--- config.mk ---
export PLATFORM = sky130hd
export DESIGN_NAME = unified_mem_arbiter
export DESIGN_NICKNAME = d
export VERILOG_FILES = /design/src/rtl/mem_arb_pkg.sv /design/src/rtl/starve_counter.sv /design/src/rtl/unified_mem_arbiter.sv
export SDC_FILE = /design/constraint.sdc
export NUM_CORES = 1
export LEC_CHECK = 0
export ABC_AREA = 1
export CORE_AREA = 2 2 105 107
export DETAILED_ROUTE_END_ITERATION = 8
export DIE_AREA = 0 0 107 109
export DONT_BUFFER_PORTS = 1
export GPL_TIMING_DRIVEN = 0
export PLACE_DENSITY = 0.48
export SLEW_MARGIN = 10
export SYNTH_ARGS = -nofsm -noshare
export SYNTH_HDL_FRONTEND = slang
export SYNTH_SLANG_ARGS = --single-unit
--- constraint.sdc ---
create_clock -name clk -period 2.4 [get_ports clk]
set_input_delay 0.48 -clock clk [delete_from_list [all_inputs] [get_ports clk]]
set_output_delay 0.48 -clock clk [all_outputs]
set_load 0.1 [all_outputs]
--- src/rtl/mem_arb_pkg.sv ---
// Shared types and helpers for the unified IF/MEM memory arbiter.
package mem_arb_pkg;

  // Transaction sequencer states: accept, wait out the memory latency, report.
  typedef enum logic [1:0] {
    IDLE = 2'd0,
    WAIT = 2'd1,
    DONE = 2'd2
  } state_e;

  // Which pipeline stage owns the transaction currently in flight.
  typedef enum logic [1:0] {
    NONE   = 2'd0,
    OWN_IF = 2'd1,
    OWN_D  = 2'd2
  } owner_e;

  // Latency counter width; covers memory latencies 1..15.
  localparam int LAT_CNT_W = 4;

  // True when the latency counter has reached the configured memory latency.
  function automatic logic lat_reached(input logic [LAT_CNT_W-1:0] cnt,
                                       input int unsigned           lat);
    logic [LAT_CNT_W-1:0] lat_v;
    lat_v = lat[LAT_CNT_W-1:0];
    return (cnt == lat_v);
  endfunction

endpackage

--- src/rtl/starve_counter.sv ---
// Saturating counter of consecutive data grants taken over a waiting fetch.
module starve_counter #(
  parameter int unsigned MAX = 4,
  parameter int unsigned W   = $clog2(MAX + 1)
) (
  input  logic i_clk,
  input  logic i_rst,
  input  logic i_inc,
  input  logic i_clr,
  output logic o_at_max
);

  localparam logic [W-1:0] MAX_V = W'(MAX);

  logic [W-1:0] r_cnt;

  // Clear wins over increment; increment stops once the limit is reached.
  always_ff @(posedge i_clk) begin
    if (i_rst) begin
      r_cnt <= '0;
    end else if (i_clr) begin
      r_cnt <= '0;
    end else if (i_inc && (r_cnt != MAX_V)) begin
      r_cnt <= r_cnt + W'(1);
    end else begin
      r_cnt <= r_cnt;
    end
  end

  assign o_at_max = (r_cnt == MAX_V);

endmodule

--- src/rtl/unified_mem_arbiter.sv ---
// Shares one single-port fixed-latency memory between instruction fetch and
// the data load/store stage. One transaction at a time; data has priority,
// but a fetch that has waited through STARVE_MAX data grants is forced in.
module unified_mem_arbiter
  import mem_arb_pkg::*;
#(
  parameter int unsigned ADDR_W     = 32,
  parameter int unsigned DATA_W     = 32,
  parameter int unsigned MEM_LAT    = 2,
  parameter int unsigned STARVE_MAX = 4
) (
  input  logic              clk,
  input  logic              rst,
  input  logic              if_req,
  input  logic [ADDR_W-1:0] if_addr,
  output logic              if_gnt,
  output logic              if_rvalid,
  output logic [DATA_W-1:0] if_rdata,
  input  logic              d_req,
  input  logic              d_we,
  input  logic [ADDR_W-1:0] d_addr,
  input  logic [DATA_W-1:0] d_wdata,
  output logic              d_gnt,
  output logic              d_rvalid,
  output logic [DATA_W-1:0] d_rdata,
  output logic              mem_en,
  output logic              mem_we,
  output logic [ADDR_W-1:0] mem_addr,
  output logic [DATA_W-1:0] mem_wdata,
  input  logic [DATA_W-1:0] mem_rdata,
  output logic              busy
);

  state_e               r_state;
  state_e               w_state_nxt;
  owner_e               r_owner;
  owner_e               w_owner_nxt;
  logic                 r_we;
  logic                 w_we_nxt;
  logic [LAT_CNT_W-1:0] r_lat_cnt;
  logic [LAT_CNT_W-1:0] w_lat_cnt_nxt;
  logic                 w_capture;

  logic [DATA_W-1:0]    r_if_rdata;
  logic [DATA_W-1:0]    r_d_rdata;
  logic                 r_if_rvalid;
  logic                 r_d_rvalid;

  logic                 w_if_gnt;
  logic                 w_d_gnt;
  logic                 w_starve_at_max;
  logic                 w_starve_inc;
  logic                 w_starve_clr;

  // Grant selection: only in IDLE and never while reset is asserted.
  always_comb begin
    w_if_gnt = 1'b0;
    w_d_gnt  = 1'b0;
    if (!rst && (r_state == IDLE)) begin
      if (d_req && !(if_req && w_starve_at_max)) begin
        w_d_gnt = 1'b1;
      end else if (if_req) begin
        w_if_gnt = 1'b1;
      end else begin
        w_d_gnt  = 1'b0;
        w_if_gnt = 1'b0;
      end
    end else begin
      w_if_gnt = 1'b0;
      w_d_gnt  = 1'b0;
    end
  end

  // Memory-side mux: drive the granted port's request, zeros when idle.
  always_comb begin
    mem_en    = w_if_gnt | w_d_gnt;
    mem_we    = d_we & w_d_gnt;
    mem_addr  = '0;
    mem_wdata = '0;
    if (w_d_gnt) begin
      mem_addr  = d_addr;
      mem_wdata = d_wdata;
    end else if (w_if_gnt) begin
      mem_addr  = if_addr;
    end else begin
      mem_addr  = '0;
      mem_wdata = '0;
    end
  end

  // Starvation bookkeeping: a data grant over a waiting fetch counts up;
  // a fetch grant or an absent fetch request resets the run.
  assign w_starve_inc = w_d_gnt & if_req;
  assign w_starve_clr = w_if_gnt | ~if_req;

  starve_counter #(
    .MAX (STARVE_MAX)
  ) u_starve (
    .i_clk    (clk),
    .i_rst    (rst),
    .i_inc    (w_starve_inc),
    .i_clr    (w_starve_clr),
    .o_at_max (w_starve_at_max)
  );

  // Next-state logic for the accept / wait-latency / report sequence.
  always_comb begin
    w_state_nxt   = r_state;
    w_owner_nxt   = r_owner;
    w_we_nxt      = r_we;
    w_lat_cnt_nxt = r_lat_cnt;
    w_capture     = 1'b0;
    case (r_state)
      IDLE: begin
        if (w_if_gnt || w_d_gnt) begin
          w_state_nxt   = WAIT;
          w_owner_nxt   = w_d_gnt ? OWN_D : OWN_IF;
          w_we_nxt      = w_d_gnt & d_we;
          w_lat_cnt_nxt = LAT_CNT_W'(1);
        end else begin
          w_owner_nxt   = NONE;
          w_we_nxt      = 1'b0;
        end
      end
      WAIT: begin
        if (lat_reached(r_lat_cnt, MEM_LAT)) begin
          w_state_nxt = DONE;
          w_capture   = 1'b1;
        end else begin
          w_lat_cnt_nxt = r_lat_cnt + LAT_CNT_W'(1);
        end
      end
      DONE: begin
        w_state_nxt   = IDLE;
        w_owner_nxt   = NONE;
        w_we_nxt      = 1'b0;
        w_lat_cnt_nxt = '0;
      end
      default: begin
        w_state_nxt   = IDLE;
        w_owner_nxt   = NONE;
        w_we_nxt      = 1'b0;
        w_lat_cnt_nxt = '0;
      end
    endcase
  end

  // Sequencer state register.
  always_ff @(posedge clk) begin
    if (rst) begin
      r_state   <= IDLE;
      r_owner   <= NONE;
      r_we      <= 1'b0;
      r_lat_cnt <= '0;
    end else begin
      r_state   <= w_state_nxt;
      r_owner   <= w_owner_nxt;
      r_we      <= w_we_nxt;
      r_lat_cnt <= w_lat_cnt_nxt;
    end
  end

  // Return path: capture read data for the owner and pulse its rvalid in DONE.
  always_ff @(posedge clk) begin
    if (rst) begin
      r_if_rdata  <= '0;
      r_d_rdata   <= '0;
      r_if_rvalid <= 1'b0;
      r_d_rvalid  <= 1'b0;
    end else begin
      r_if_rvalid <= w_capture && (r_owner == OWN_IF);
      r_d_rvalid  <= w_capture && (r_owner == OWN_D);
      if (w_capture && !r_we && (r_owner == OWN_IF)) begin
        r_if_rdata <= mem_rdata;
      end else if (w_capture && !r_we && (r_owner == OWN_D)) begin
        r_d_rdata  <= mem_rdata;
      end else begin
        r_if_rdata <= r_if_rdata;
        r_d_rdata  <= r_d_rdata;
      end
    end
  end

  assign if_gnt    = w_if_gnt;
  assign d_gnt     = w_d_gnt;
  assign if_rvalid = r_if_rvalid;
  assign d_rvalid  = r_d_rvalid;
  assign if_rdata  = r_if_rdata;
  assign d_rdata   = r_d_rdata;
  assign busy      = (r_state != IDLE);

endmodule

==> results.rst, run 1 <==
.. list-table::
   :header-rows: 1

   * - Metric
     - Value
   * - Crit path largest cell delay
     - 0.49 ns
   * - Antenna violations before repair
     - 0
   * - Static power due to leakage
     - 1.92 nW
   * - Die boundary width
     - 107 µm
   * - Post-synthesis cell type with the largest combined area
     - sky130_fd_sc_hd__dfxtp_1
   * - Vias post-DR
     - 3280
   * - Estimated wirelength of the detail-placed design
     - 8.32 mm
   * - Distinct cell type count of the synthesized netlist
     - 28
   * - Height of the die
     - 109 µm
   * - Highest clock rate
     - 0.418 GHz
   * - Fraction of post-synthesis cell area in the top cell type by area
     - 40.3%
   * - Layout overhead on the synthesized area
     - 31.1%
   * - Post-synth top flop
     - sky130_fd_sc_hd__dfxtp_1
   * - Relative slew slack
     - 32.3%
   * - Critical path launch point type
     - flip-flop
   * - H-tree depth
     - 3
   * - Maximum number of pins on one net before global-route repair
     - 16
   * - Core Rows
     - 38
   * - Drt first-iter violations
     - 156
   * - Routability-driven placement congestion ratio
     - 0.964
   * - CTS Hold Buffers Added
     - 0
   * - Clock tree buffer depth
     - 2
   * - Post-synth EDFFs
     - 0
   * - Count of pins on the block boundary
     - 268
   * - Number of non-filler instances in the completed layout
     - 649
   * - Unrepaired setup endpoints after global routing
     - true
   * - Final count of hold timing violations
     - 0
   * - Final Critical Period
     - 2.39 ns
   * - Global-route wire length before repair
     - 16.8 mm
   * - Placed Instances
     - 620
   * - Remaining Overflow, GRT
     - 0
   * - Seq/Total Area, Yosys
     - 40.3%
   * - Register bit count reported by yosys
     - 78
   * - CTS tree
     - built
   * - Die footprint
     - 11700 µm²
   * - Final Max Slew Viols
     - 0
   * - Residual antenna-violating net count after detailed routing
     - 0
   * - Final antenna diode count
     - 0
   * - Most frequently used cell type in the post-synthesis netlist
     - sky130_fd_sc_hd__inv_1
   * - Data arrival at the endpoint of the critical path
     - 1.91 ns
   * - Top cells by area, synth
     - sky130_fd_sc_hd__dfxtp_1 40%, sky130_fd_sc_hd__a21oi_2 13%, sky130_fd_sc_hd__inv_1 11%
   * - Max Clock Skew
     - 0.0116 ns
   * - Effective utilization at floorplan
     - 36.5%
   * - Clock transition time at the flip-flop clock pins of the worst setup and hold paths
     - 0.08 ns
   * - Number of cells produced by synthesis
     - 480
   * - Number of buffer cells added on primary ports
     - 0
   * - Post-DR vias/cell
     - 5.05
   * - Number of global-route vias before repair
     - 3201
   * - Total routed wirelength
     - 11.5 mm
   * - Latest clock arrival within the worst-skew pair
     - 0.35 ns
   * - Mean area per synthesized cell
     - 8.07 µm²
   * - Period utilization
     - 99.7%
   * - Syn Std Cell Area
     - 3870 µm²
   * - Count of filler cells inserted in the layout
     - 1017
   * - Master cell of the clock root buffer
     - sky130_fd_sc_hd__clkbuf_8
   * - Total of endpoints with negative setup slack in the final report
     - 0
   * - Setup crit end kind
     - output port
   * - DRC violations left
     - 0
   * - Ordered cell list for the critical path
     - inv_2 -> ha_4 -> nand3_4 -> nand4_1 -> buf_6 -> clkbuf_16 -> nor2_4
   * - Core area
     - 10600 µm²
   * - Worst hold path class
     - input pin to flip-flop
   * - Power per Cell Area
     - 733 nW/µm²
   * - Critical Path Slowest Stage Cell
     - sky130_fd_sc_hd__nor2_4
   * - Final worst hold slack
     - 0.190 ns
   * - Maximum net fanout on the critical path
     - 8
   * - Number of warnings printed during yosys synthesis
     - 0
   * - Result of the run
     - complete, no violations
   * - Pin slew with the least headroom to its limit
     - 1.01 ns
   * - Proportion of layout cells with a drive suffix above 1
     - 39.1%
   * - Layout Nets
     - 641
   * - Peak ir drop on the vdd network
     - 0.000306 V
   * - Drt first pass iters
     - 4
   * - Sinks on the clock net
     - 78
   * - Routed wire length per instance
     - 17.8 µm
   * - Setup CP Type
     - flip-flop to output port
   * - Commonest cells post-synth
     - 113 x sky130_fd_sc_hd__inv_1, 78 x sky130_fd_sc_hd__dfxtp_1, 56 x sky130_fd_sc_hd__a21oi_2
   * - Synthesized net count
     - 617
   * - Total design power
     - 3.72 mW
   * - Kind of cell with the highest combined delay on the critical path
     - simple AND/OR/NAND/NOR gates
   * - Number of buffers and inverters on the critical path
     - 3
   * - Clock buffers created by TritonCTS
     - 9
   * - MaxCap Viol Count
     - 0
   * - Asr flop ratio synth
     - 0%
   * - Total track usage
     - 18.8%
   * - Data required time at the worst endpoint
     - 1.92 ns
## cells by family after synthesis
group / synth area share (%)
AOI/OAI and AO/OA: 31.5
buffers and inverters: 17.0
and+or+nand+nor: 9.69
DFF: 40.3
adders and majority gates: 1.29
xor gates and xnor gates: 0.226
## layer usage
metal	track usage [%]	vias up	routed length, µm
li1	-	1593	-
met1	23.7	1530	4780
met2	30.1	145	5570
met3	6.63	12	1030
met4	6.40	0	141
met5	0	-	0
## layout by cell type, fill, tap and decap left out, drive strengths merged
master / instances
xor2: 1
nand2: 22
a22o: 32
buf: 32
o31ai: 1
a21oi: 73
or2: 1
clkinvlp: 4
ha: 4
nand4: 1
clkbuf: 18
bufbuf: 1
nor2: 42
nor3: 2
nand3: 13
clkinv: 1
dfxtp: 78
inv: 117
o21ai: 66
## area by class of cell
type / count / area, µm² / share of cell area [%]
plain buffers: 28 / 320 / 6.31
clock buffers: 10 / 138 / 2.71
clock inverters: 6 / 50.0 / 0.985
inverters: 116 / 450 / 8.87
multi-input cells: 258 / 2240 / 44.0
flip-flops and latches: 78 / 1570 / 30.8
well taps: 140 / 175 / 3.45
repair buffers: 13 / 144 / 2.83
## where the power goes
part,total [mW],internal (mW),switching [mW]
registers,1.45,1.33,0.120
clock network,0.947,0.419,0.528
logic,1.33,0.291,1.04
## stage by stage
step           util [%]  setup slack [ns]  cell area, µm²  setup TNS [ns]
6_report           47.9           0.00686            5080               0
4_1_cts            46.2            -0.141            4900           -2.31
3_5_place_dp       39.0            -0.441            4140          -16.20
2_1_floorplan         -            -0.427            3900          -10.89
3_3_place_gp       38.4            -0.691            4070          -22.06
5_1_grt            47.9           -0.0761            5080           -2.33
## path summary, 6_finish.rpt
| check | from | endpoint | slack [ns] | cells after the start |
|---|---|---|---|---|
| worst max-delay path | u_starve.r_cnt[1] | mem_wdata[7] | 0.007 | 7 |
| worst min-delay path | rst | r_lat_cnt[3] | 0.19 | 1 |
| worst max register to register | r_lat_cnt[0] | d_rdata[29] | 0.77 | 8 |
| worst min register to register | r_we | r_we | 0.47 | 2 |
## what timing repair did
action,CTS,global route
resized for setup,104,31
setup buffers,5,5
gates cloned,4,0
endpoints found under the setup margin,66,63
hold endpoints to repair,0,0
pin swaps,11,18
## state kept, by name, indices dropped and copies added, names as in the netlist
register	flops
r_lat_cnt	4
r_owner	2
if_rvalid	1
d_rdata	32
r_we	1
r_state	2
d_rvalid	1
if_rdata	32
u_starve.r_cnt	3
No activity file was read; power rests on OpenSTA's default activity.
==> run 2, diff against run 1 <==
==> constraint.sdc (replaced) <==
create_clock -name clk -period 2.4 [get_ports clk]
set_input_delay 0.72 -clock clk [delete_from_list [all_inputs] [get_ports clk]]
set_output_delay 0.72 -clock clk [all_outputs]
set_load 0.1 [all_outputs]
==> results.rst, run 2 (same netlist as run 1, synthesis figures left out) <==
.. list-table::
   :header-rows: 1

   * - Metric
     - Value
   * - Layout Nets
     - 650 (was 641)
   * - Period utilization
     - 110% (was 99.7%)
   * - Total track usage
     - 19.6% (was 18.8%)
   * - GR Util met3
     - 6.87% (was 6.63%)
   * - Final Max Slew Viols
     - 0 (unchanged)
   * - Count of pins on the block boundary
     - 268 (unchanged)
   * - Die boundary width
     - 107 µm (unchanged)
   * - Kind of cell with the highest combined delay on the critical path
     - buffers and inverters (was simple AND/OR/NAND/NOR gates)
   * - Latest clock arrival within the worst-skew pair
     - 0.35 ns (about the same)
   * - Critical path launch point type
     - flip-flop (unchanged)
   * - Final worst hold slack
     - 0.437 ns (was 0.190 ns)
   * - Vias post-DR
     - 3286 (was 3280)
   * - Total of endpoints with negative setup slack in the final report
     - 66 (was 0)
   * - Commonest cells after routing, fill and taps aside
     - 108 x sky130_fd_sc_hd__inv_1, 75 x sky130_fd_sc_hd__dfxtp_1, 56 x sky130_fd_sc_hd__a21oi_2 (was 109 x sky130_fd_sc_hd__inv_1, 75 x sky130_fd_sc_hd__dfxtp_1, 56 x sky130_fd_sc_hd__a21oi_2)
   * - Proportion of layout cells with a drive suffix above 1
     - 40.6% (was 39.1%)
   * - Placed Instances
     - 620 (unchanged)
   * - Peak ir drop on the vdd network
     - 0.000284 V (was 0.000306 V)
   * - Ordered cell list for the critical path
     - inv_2 -> ha_4 -> nand3_2 -> nand2_2 -> nor2_4 -> buf_12 -> nand2_8 -> clkinvlp_4 (was inv_2 -> ha_4 -> nand3_4 -> nand4_1 -> buf_6 -> clkbuf_16 -> nor2_4)
   * - Footprint of the multi-input gates
     - 2230 µm² (was 2240 µm²)
   * - Sinks on the clock net
     - 78 (unchanged)
   * - Maximum net fanout on the critical path
     - 6 (was 8)
   * - Critical Path Slowest Stage Cell
     - sky130_fd_sc_hd__dfxtp_2 (was sky130_fd_sc_hd__nor2_4)
   * - Residual antenna-violating net count after detailed routing
     - 0 (unchanged)
   * - Static power due to leakage
     - 1.99 nW (was 1.92 nW)
   * - Final worst slack
     - -0.239 ns (was 0.00686 ns)
   * - H-tree depth
     - 3 (unchanged)
   * - Post-route standard cell area excluding fillers
     - 5260 µm² (was 5080 µm²)
   * - Total routed wirelength
     - 11.9 mm (was 11.5 mm)
   * - Master cell of the clock root buffer
     - sky130_fd_sc_hd__clkbuf_8 (unchanged)
   * - GRT met2 Usage
     - 36.1% (was 30.1%)
   * - Routed wire length per instance
     - 18.1 µm (was 17.8 µm)
   * - Total design power
     - 3.76 mW (was 3.72 mW)
   * - Pin slew with the least headroom to its limit
     - 1.02 ns (was 1.01 ns)
   * - Number of global-route vias before repair
     - 3308 (was 3201)
   * - Estimated wirelength of the detail-placed design
     - 8.83 mm (was 8.32 mm)
   * - Max Clock Skew
     - 0.00743 ns (was 0.0116 ns)
   * - Maximum number of pins on one net before global-route repair
     - 14 (was 16)
   * - Data required time at the worst endpoint
     - 1.68 ns (was 1.92 ns)
   * - Power per Cell Area
     - 715 nW/µm² (was 733 nW/µm²)
   * - Clock tree buffer depth
     - 2 (unchanged)
   * - Area of placed instances
     - 4600 µm² (was 4140 µm²)
   * - Register cell area after layout
     - 1570 µm² (unchanged)
   * - Post-DR vias/cell
     - 5.00 (was 5.05)
   * - Core Rows
     - 38 (unchanged)
   * - GR Layer Usage met1
     - 19.7% (was 23.7%)
   * - Antenna violations before repair
     - 0 (unchanged)
   * - Number of buffers and inverters on the critical path
     - 3 (unchanged)
   * - Unrepaired setup endpoints after global routing
     - true (unchanged)
   * - Drt first-iter violations
     - 168 (was 156)
   * - Global-route wire length before repair
     - 17.7 mm (was 16.8 mm)
   * - CTS tree
     - built (unchanged)
   * - Die footprint
     - 11700 µm² (unchanged)
   * - Remaining Overflow, GRT
     - 0 (unchanged)
   * - Number of buffer cells added on primary ports
     - 0 (unchanged)
   * - MaxCap Viol Count
     - 0 (unchanged)
   * - Core area
     - 10600 µm² (unchanged)
   * - Sum of negative setup slack
     - -12.63 ns (was 0 ns)
   * - Clock buffers created by TritonCTS
     - 9 (unchanged)
   * - Top Usage Layer GRT
     - met2 (unchanged)
   * - Final Critical Period
     - 2.64 ns (was 2.39 ns)
   * - Final antenna diode count
     - 0 (unchanged)
   * - Highest clock rate
     - 0.379 GHz (was 0.418 GHz)
   * - Setup crit end kind
     - output port (unchanged)
   * - Height of the die
     - 109 µm (unchanged)
   * - Result of the run
     - complete, but fails checks (was complete, no violations)
   * - Data arrival at the endpoint of the critical path
     - 1.92 ns (was 1.91 ns)
   * - Most common cell after layout, fill and taps aside
     - sky130_fd_sc_hd__inv_1 (unchanged)
   * - Crit path largest cell delay
     - 0.34 ns (was 0.49 ns)
   * - Routability-driven placement congestion ratio
     - 0.736 (was 0.964)
   * - Layout overhead on the synthesized area
     - 35.7% (was 31.1%)
   * - Final count of hold timing violations
     - 0 (unchanged)
   * - Effective utilization at floorplan
     - 36.5% (unchanged)
   * - DRC violations left
     - 0 (unchanged)
   * - Setup CP Type
     - flip-flop to output port (unchanged)
   * - Clock transition time at the flip-flop clock pins of the worst setup and hold paths
     - 0.08 ns (about the same)
   * - Failing checks
     - setup timing
   * - Worst hold path class
     - input pin to flip-flop (unchanged)
   * - Relative slew slack
     - 31.9% (was 32.3%)
   * - Drt first pass iters
     - 4 (unchanged)
   * - Number of non-filler instances in the completed layout
     - 657 (was 649)
   * - Count of filler cells inserted in the layout
     - 1044 (was 1017)
==> run 2: worst register-to-register path: stages (launching register included) <==
cell,delay (ns)
sky130_fd_sc_hd__dfxtp_1,0.34
sky130_fd_sc_hd__inv_1,0.09
sky130_fd_sc_hd__ha_1,0.14
sky130_fd_sc_hd__nand2_1,0.11
sky130_fd_sc_hd__nor2_4,0.19
sky130_fd_sc_hd__nand3_4,0.20
sky130_fd_sc_hd__buf_6,0.22
sky130_fd_sc_hd__o21ai_1,0.16
sky130_fd_sc_hd__a21oi_2,0.04
==> run 2: stage by stage <==
step / utilization, % / setup slack (ns)
6_report: 49.6 / -0.239
5_1_grt: 49.6 / -0.307
4_1_cts: 49.2 / -0.269
3_5_place_dp: 43.3 / -0.452
3_3_place_gp: 43.3 / -0.434
2_1_floorplan: - / -0.223
==> run 2: worst paths after layout <==
path / slack (ns) / cells after the start / endpoint / start
max: -0.24 / 8 / mem_we / u_starve.r_cnt[1]
min: 0.44 / 1 / r_lat_cnt[3] / rst
max reg2reg: 0.81 / 8 / d_rdata[10] / r_lat_cnt[0]
min reg2reg: 0.45 / 1 / if_rvalid / r_owner[1]
==> run 2: per-layer routing <==
layer | wire length [µm] | vias to the layer above
met4 | 327 | 0
li1 | - | 1604
met3 | 1040 | 19
met5 | 0 | -
met2 | 6280 | 142
met1 | 4250 | 1521
==> run 2: area by class of cell <==
cell class | instances | area share (%)
plain buffers | 27 | 6.12
clock buffers | 10 | 2.62
clock inverters | 5 | 0.690
inverters | 116 | 8.83
multi-input cells | 258 | 42.4
flip-flops and latches | 78 | 29.8
well taps | 140 | 3.33
repair buffers | 23 | 6.19
==> run 2: repair_timing <==
| action | 4_1_cts | 5_1_grt |
|---|---|---|
| endpoints found under the setup margin | 67 | 66 |
| cloned | 5 | 1 |
| resized for setup | 42 | 6 |
| setup buffers | 15 | 2 |
| pin swaps | 41 | 13 |
| hold buffers | 0 | 0 |
==> run 2: power by group <==
part / internal (mW) / switching (mW) / total [mW]
Sequential: 1.33 / 0.119 / 1.45
Combinational: 0.369 / 1.06 / 1.43
Clock: 0.398 / 0.486 / 0.883
Total: 2.10 / 1.66 / 3.76
==> run 3, diff against run 2 <==
CELL_PAD_IN_SITES_DETAIL_PLACEMENT = 2   (was unset)
CELL_PAD_IN_SITES_GLOBAL_PLACEMENT = 2   (was unset)
CORE_AREA = unset   (was 2 2 105 107)
CORE_MARGIN = 1.5   (was unset)
CORE_UTILIZATION = 34   (was unset)
DIE_AREA = unset   (was 0 0 107 109)
PLACE_DENSITY = 0.8   (was 0.48)
clock period = 3.27 ns   (was 2.4 ns; I/O delays follow)
==> results.rst, run 3 (same netlist as run 1, synthesis figures left out) <==
.. list-table::
   :header-rows: 1

   * - Metric
     - Value
   * - Result of the run
     - complete, no violations (was complete, but fails checks)
   * - Post-DR vias/cell
     - 5.23 (was 5.00)
   * - Setup CP Type
     - input pin to output port (was flip-flop to output port)
   * - Final worst hold slack
     - 0.465 ns (was 0.437 ns)
   * - Worst hold path class
     - flip-flop to flip-flop (was input pin to flip-flop)
   * - Clock tree buffer depth
     - 2 (unchanged)
   * - CTS tree
     - built (unchanged)
   * - Period utilization
     - 99.3%
   * - Count of pins on the block boundary
     - 268 (unchanged)
   * - Ordered cell list for the critical path
     - inv_4 -> nand3_1 -> inv_1 -> nand2_1 -> inv_2 -> buf_4 -> a22o_2 (was inv_2 -> ha_4 -> nand3_2 -> nand2_2 -> nor2_4 -> buf_12 -> nand2_8 -> clkinvlp_4)
   * - Proportion of layout cells with a drive suffix above 1
     - 35.5% (was 40.6%)
   * - Core area
     - 11000 µm² (was 10600 µm²)
   * - Height of the die
     - 110 µm (was 109 µm)
   * - Power per Cell Area
     - 602 nW/µm² (was 715 nW/µm²)
   * - Switching portion of total power
     - 42.1% (was 44.2%)
   * - Commonest cells after routing, fill and taps aside
     - 111 x sky130_fd_sc_hd__inv_1, 78 x sky130_fd_sc_hd__dfxtp_1, 56 x sky130_fd_sc_hd__a21oi_2 (was 108 x sky130_fd_sc_hd__inv_1, 75 x sky130_fd_sc_hd__dfxtp_1, 56 x sky130_fd_sc_hd__a21oi_2)
   * - GR Layer Usage met1
     - 20.9% (was 19.7%)
   * - Residual antenna-violating net count after detailed routing
     - 0 (unchanged)
   * - Drt first-iter violations
     - 107 (was 168)
   * - Total design power
     - 2.92 mW (was 3.76 mW)
   * - GR Util met3
     - 7.65% (was 6.87%)
   * - Most common cell after layout, fill and taps aside
     - sky130_fd_sc_hd__inv_1 (unchanged)
   * - Drt first pass iters
     - 4 (unchanged)
   * - Pin slew with the least headroom to its limit
     - 1.07 ns (was 1.02 ns)
   * - Top Usage Layer GRT
     - met2 (unchanged)
   * - Clock transition time at the flip-flop clock pins of the worst setup and hold paths
     - 0.06 ns (was 0.08 ns)
   * - Layout overhead on the synthesized area
     - 25.4% (was 35.7%)
   * - Final Critical Period
     - 3.25 ns
   * - Combinational cell fraction of total power
     - 31.8% (was 38.0%)
   * - Internal portion of total power
     - 1.69 mW (was 2.10 mW)
   * - Total of endpoints with negative setup slack in the final report
     - 0 (was 66)
   * - Latest clock arrival within the worst-skew pair
     - 0.33 ns (was 0.35 ns)
   * - DRC violations left
     - 0 (unchanged)
   * - Setup crit end kind
     - output port (unchanged)
   * - Number of buffers and inverters on the critical path
     - 4 (was 3)
   * - Unrepaired setup endpoints after global routing
     - true (unchanged)
   * - Die boundary width
     - 110 µm (was 107 µm)
   * - Critical path launch point type
     - input pin (was flip-flop)
   * - Final Max Slew Viols
     - 0 (unchanged)
   * - Switch Pwr
     - 1.23 mW (was 1.66 mW)
   * - Kind of cell with the highest combined delay on the critical path
     - buffers and inverters (unchanged)
   * - GRT met2 Usage
     - 44.3% (was 36.1%)
   * - H-tree depth
     - 3 (unchanged)
   * - Global-route wire length before repair
     - 19.8 mm (was 17.7 mm)
   * - Layout Nets
     - 629 (was 650)
   * - Remaining Overflow, GRT
     - 0 (unchanged)
   * - Data arrival at the endpoint of the critical path
     - 2.27 ns (was 1.92 ns)
   * - Master cell of the clock root buffer
     - sky130_fd_sc_hd__clkbuf_16 (was sky130_fd_sc_hd__clkbuf_8)
   * - Clock buffers created by TritonCTS
     - 9 (unchanged)
   * - Antenna violations before repair
     - 0 (unchanged)
   * - Maximum number of pins on one net before global-route repair
     - 13 (was 14)
   * - Number of buffer cells added on primary ports
     - 0 (unchanged)
   * - Relative slew slack
     - 28.7% (was 31.9%)
   * - Portion of total power attributed to sequential cells
     - 36.4% (was 38.5%)
   * - Highest clock rate
     - 0.308 GHz
   * - Estimated wirelength of the detail-placed design
     - 11.1 mm (was 8.83 mm)
   * - CTS Hold Buffers Added
     - 0 (unchanged)
   * - Sinks on the clock net
     - 78 (unchanged)
   * - Data required time at the worst endpoint
     - 2.29 ns (was 1.68 ns)
   * - Maximum net fanout on the critical path
     - 10 (was 6)
   * - Final antenna diode count
     - 0 (unchanged)
   * - Static power due to leakage
     - 1.81 nW (was 1.99 nW)
   * - Routed wire length per instance
     - 21.5 µm (was 18.1 µm)
   * - Crit path largest cell delay
     - 0.50 ns (was 0.34 ns)
   * - Critical Path Slowest Stage Cell
     - sky130_fd_sc_hd__a22o_2 (was sky130_fd_sc_hd__dfxtp_2)
   * - Effective utilization at floorplan
     - 35.3% (was 36.5%)
   * - Number of global-route vias before repair
     - 3681 (was 3308)
   * - Part of the power in the clock network
     - 31.8% (was 23.5%)
   * - Die footprint
     - 12000 µm² (was 11700 µm²)
   * - MaxCap Viol Count
     - 0 (unchanged)
   * - Total track usage
     - 22.2% (was 19.6%)
   * - Total routed wirelength
     - 13.7 mm (was 11.9 mm)
   * - Core Rows
     - 38 (unchanged)
   * - Max Clock Skew
     - 0.00856 ns (was 0.00743 ns)
   * - Peak ir drop on the vdd network
     - 0.000274 V (was 0.000284 V)
   * - Routability-driven placement congestion ratio
     - 0.746 (was 0.736)
   * - Vias post-DR
     - 3328 (was 3286)
   * - Final count of hold timing violations
     - 0 (unchanged)
[run 3: cell types whose count changed in the layout (fill, tap and decap cells not counted), sizes merged]
cell	before	now
bufbuf	3	0
clkinvlp	5	4
clkbuf	19	18
buf	38	23
clkinv	3	2
[run 3: cell type report]
class	count	area (µm²)
fill	1224	6130
multi-input combinational	258	2140
sequential	78	1560
inverter	116	445
clock buffer	12	256
buffer	27	244
tap	140	175
clock inverter	3	20.0
timing repair buffer	2	15.0
[run 3: metal layers]
layer  part of all wire, %  vias up
met5                     0        -
met4                   1.6        0
met3                   8.5       15
met2                    58      145
met1                    32     1605
li1                      -     1563
[run 3: repair_timing]
action	in CTS	in global routing
resized for setup	50	5
endpoints found under the hold margin	0	0
pin swaps	4	4
endpoints found under the setup margin	63	36
buffers inserted	2	0
[run 3: path summary, 6_finish.rpt]
path,endpoint,from,cells past startpoint,slack (ns)
setup / recovery,mem_addr[15],rst,7,0.02
hold / removal,if_rvalid,r_owner[1],1,0.46
setup reg to reg,if_rdata[7],r_lat_cnt[0],8,1.58
hold reg to reg,if_rvalid,r_owner[1],1,0.46
[run 3: per-stage QoR]
| step | util (%) | setup WS [ns] | area (µm²) | setup TNS [ns] | cells |
|---|---|---|---|---|---|
| floorplan | - | -0.307 | 4080 | -3.78 | 480 |
| global placement | 38.8 | -0.720 | 4260 | -14.07 | 620 |
| detailed placement | 38.8 | -0.735 | 4260 | -16.58 | 620 |
| CTS | 44.1 | -0.0586 | 4850 | -0.272 | 637 |
| global route | 44.2 | -0.0761 | 4860 | -0.328 | 636 |
| finish | 44.2 | 0.0231 | 4860 | 0 | 636 |
[run 3: power by group through the flow]
| stage | logic (mW) | registers (mW) | clock network (mW) |
|---|---|---|---|
| floorplan | 0.788 | 1.08 | 0 |
| finish | 0.929 | 1.06 | 0.931 |
| global placement | 0.850 | 1.08 | 0 |
| detailed placement | 0.867 | 1.09 | 0 |
| global route | 0.969 | 1.07 | 0.992 |
| CTS | 0.934 | 1.07 | 0.954 |
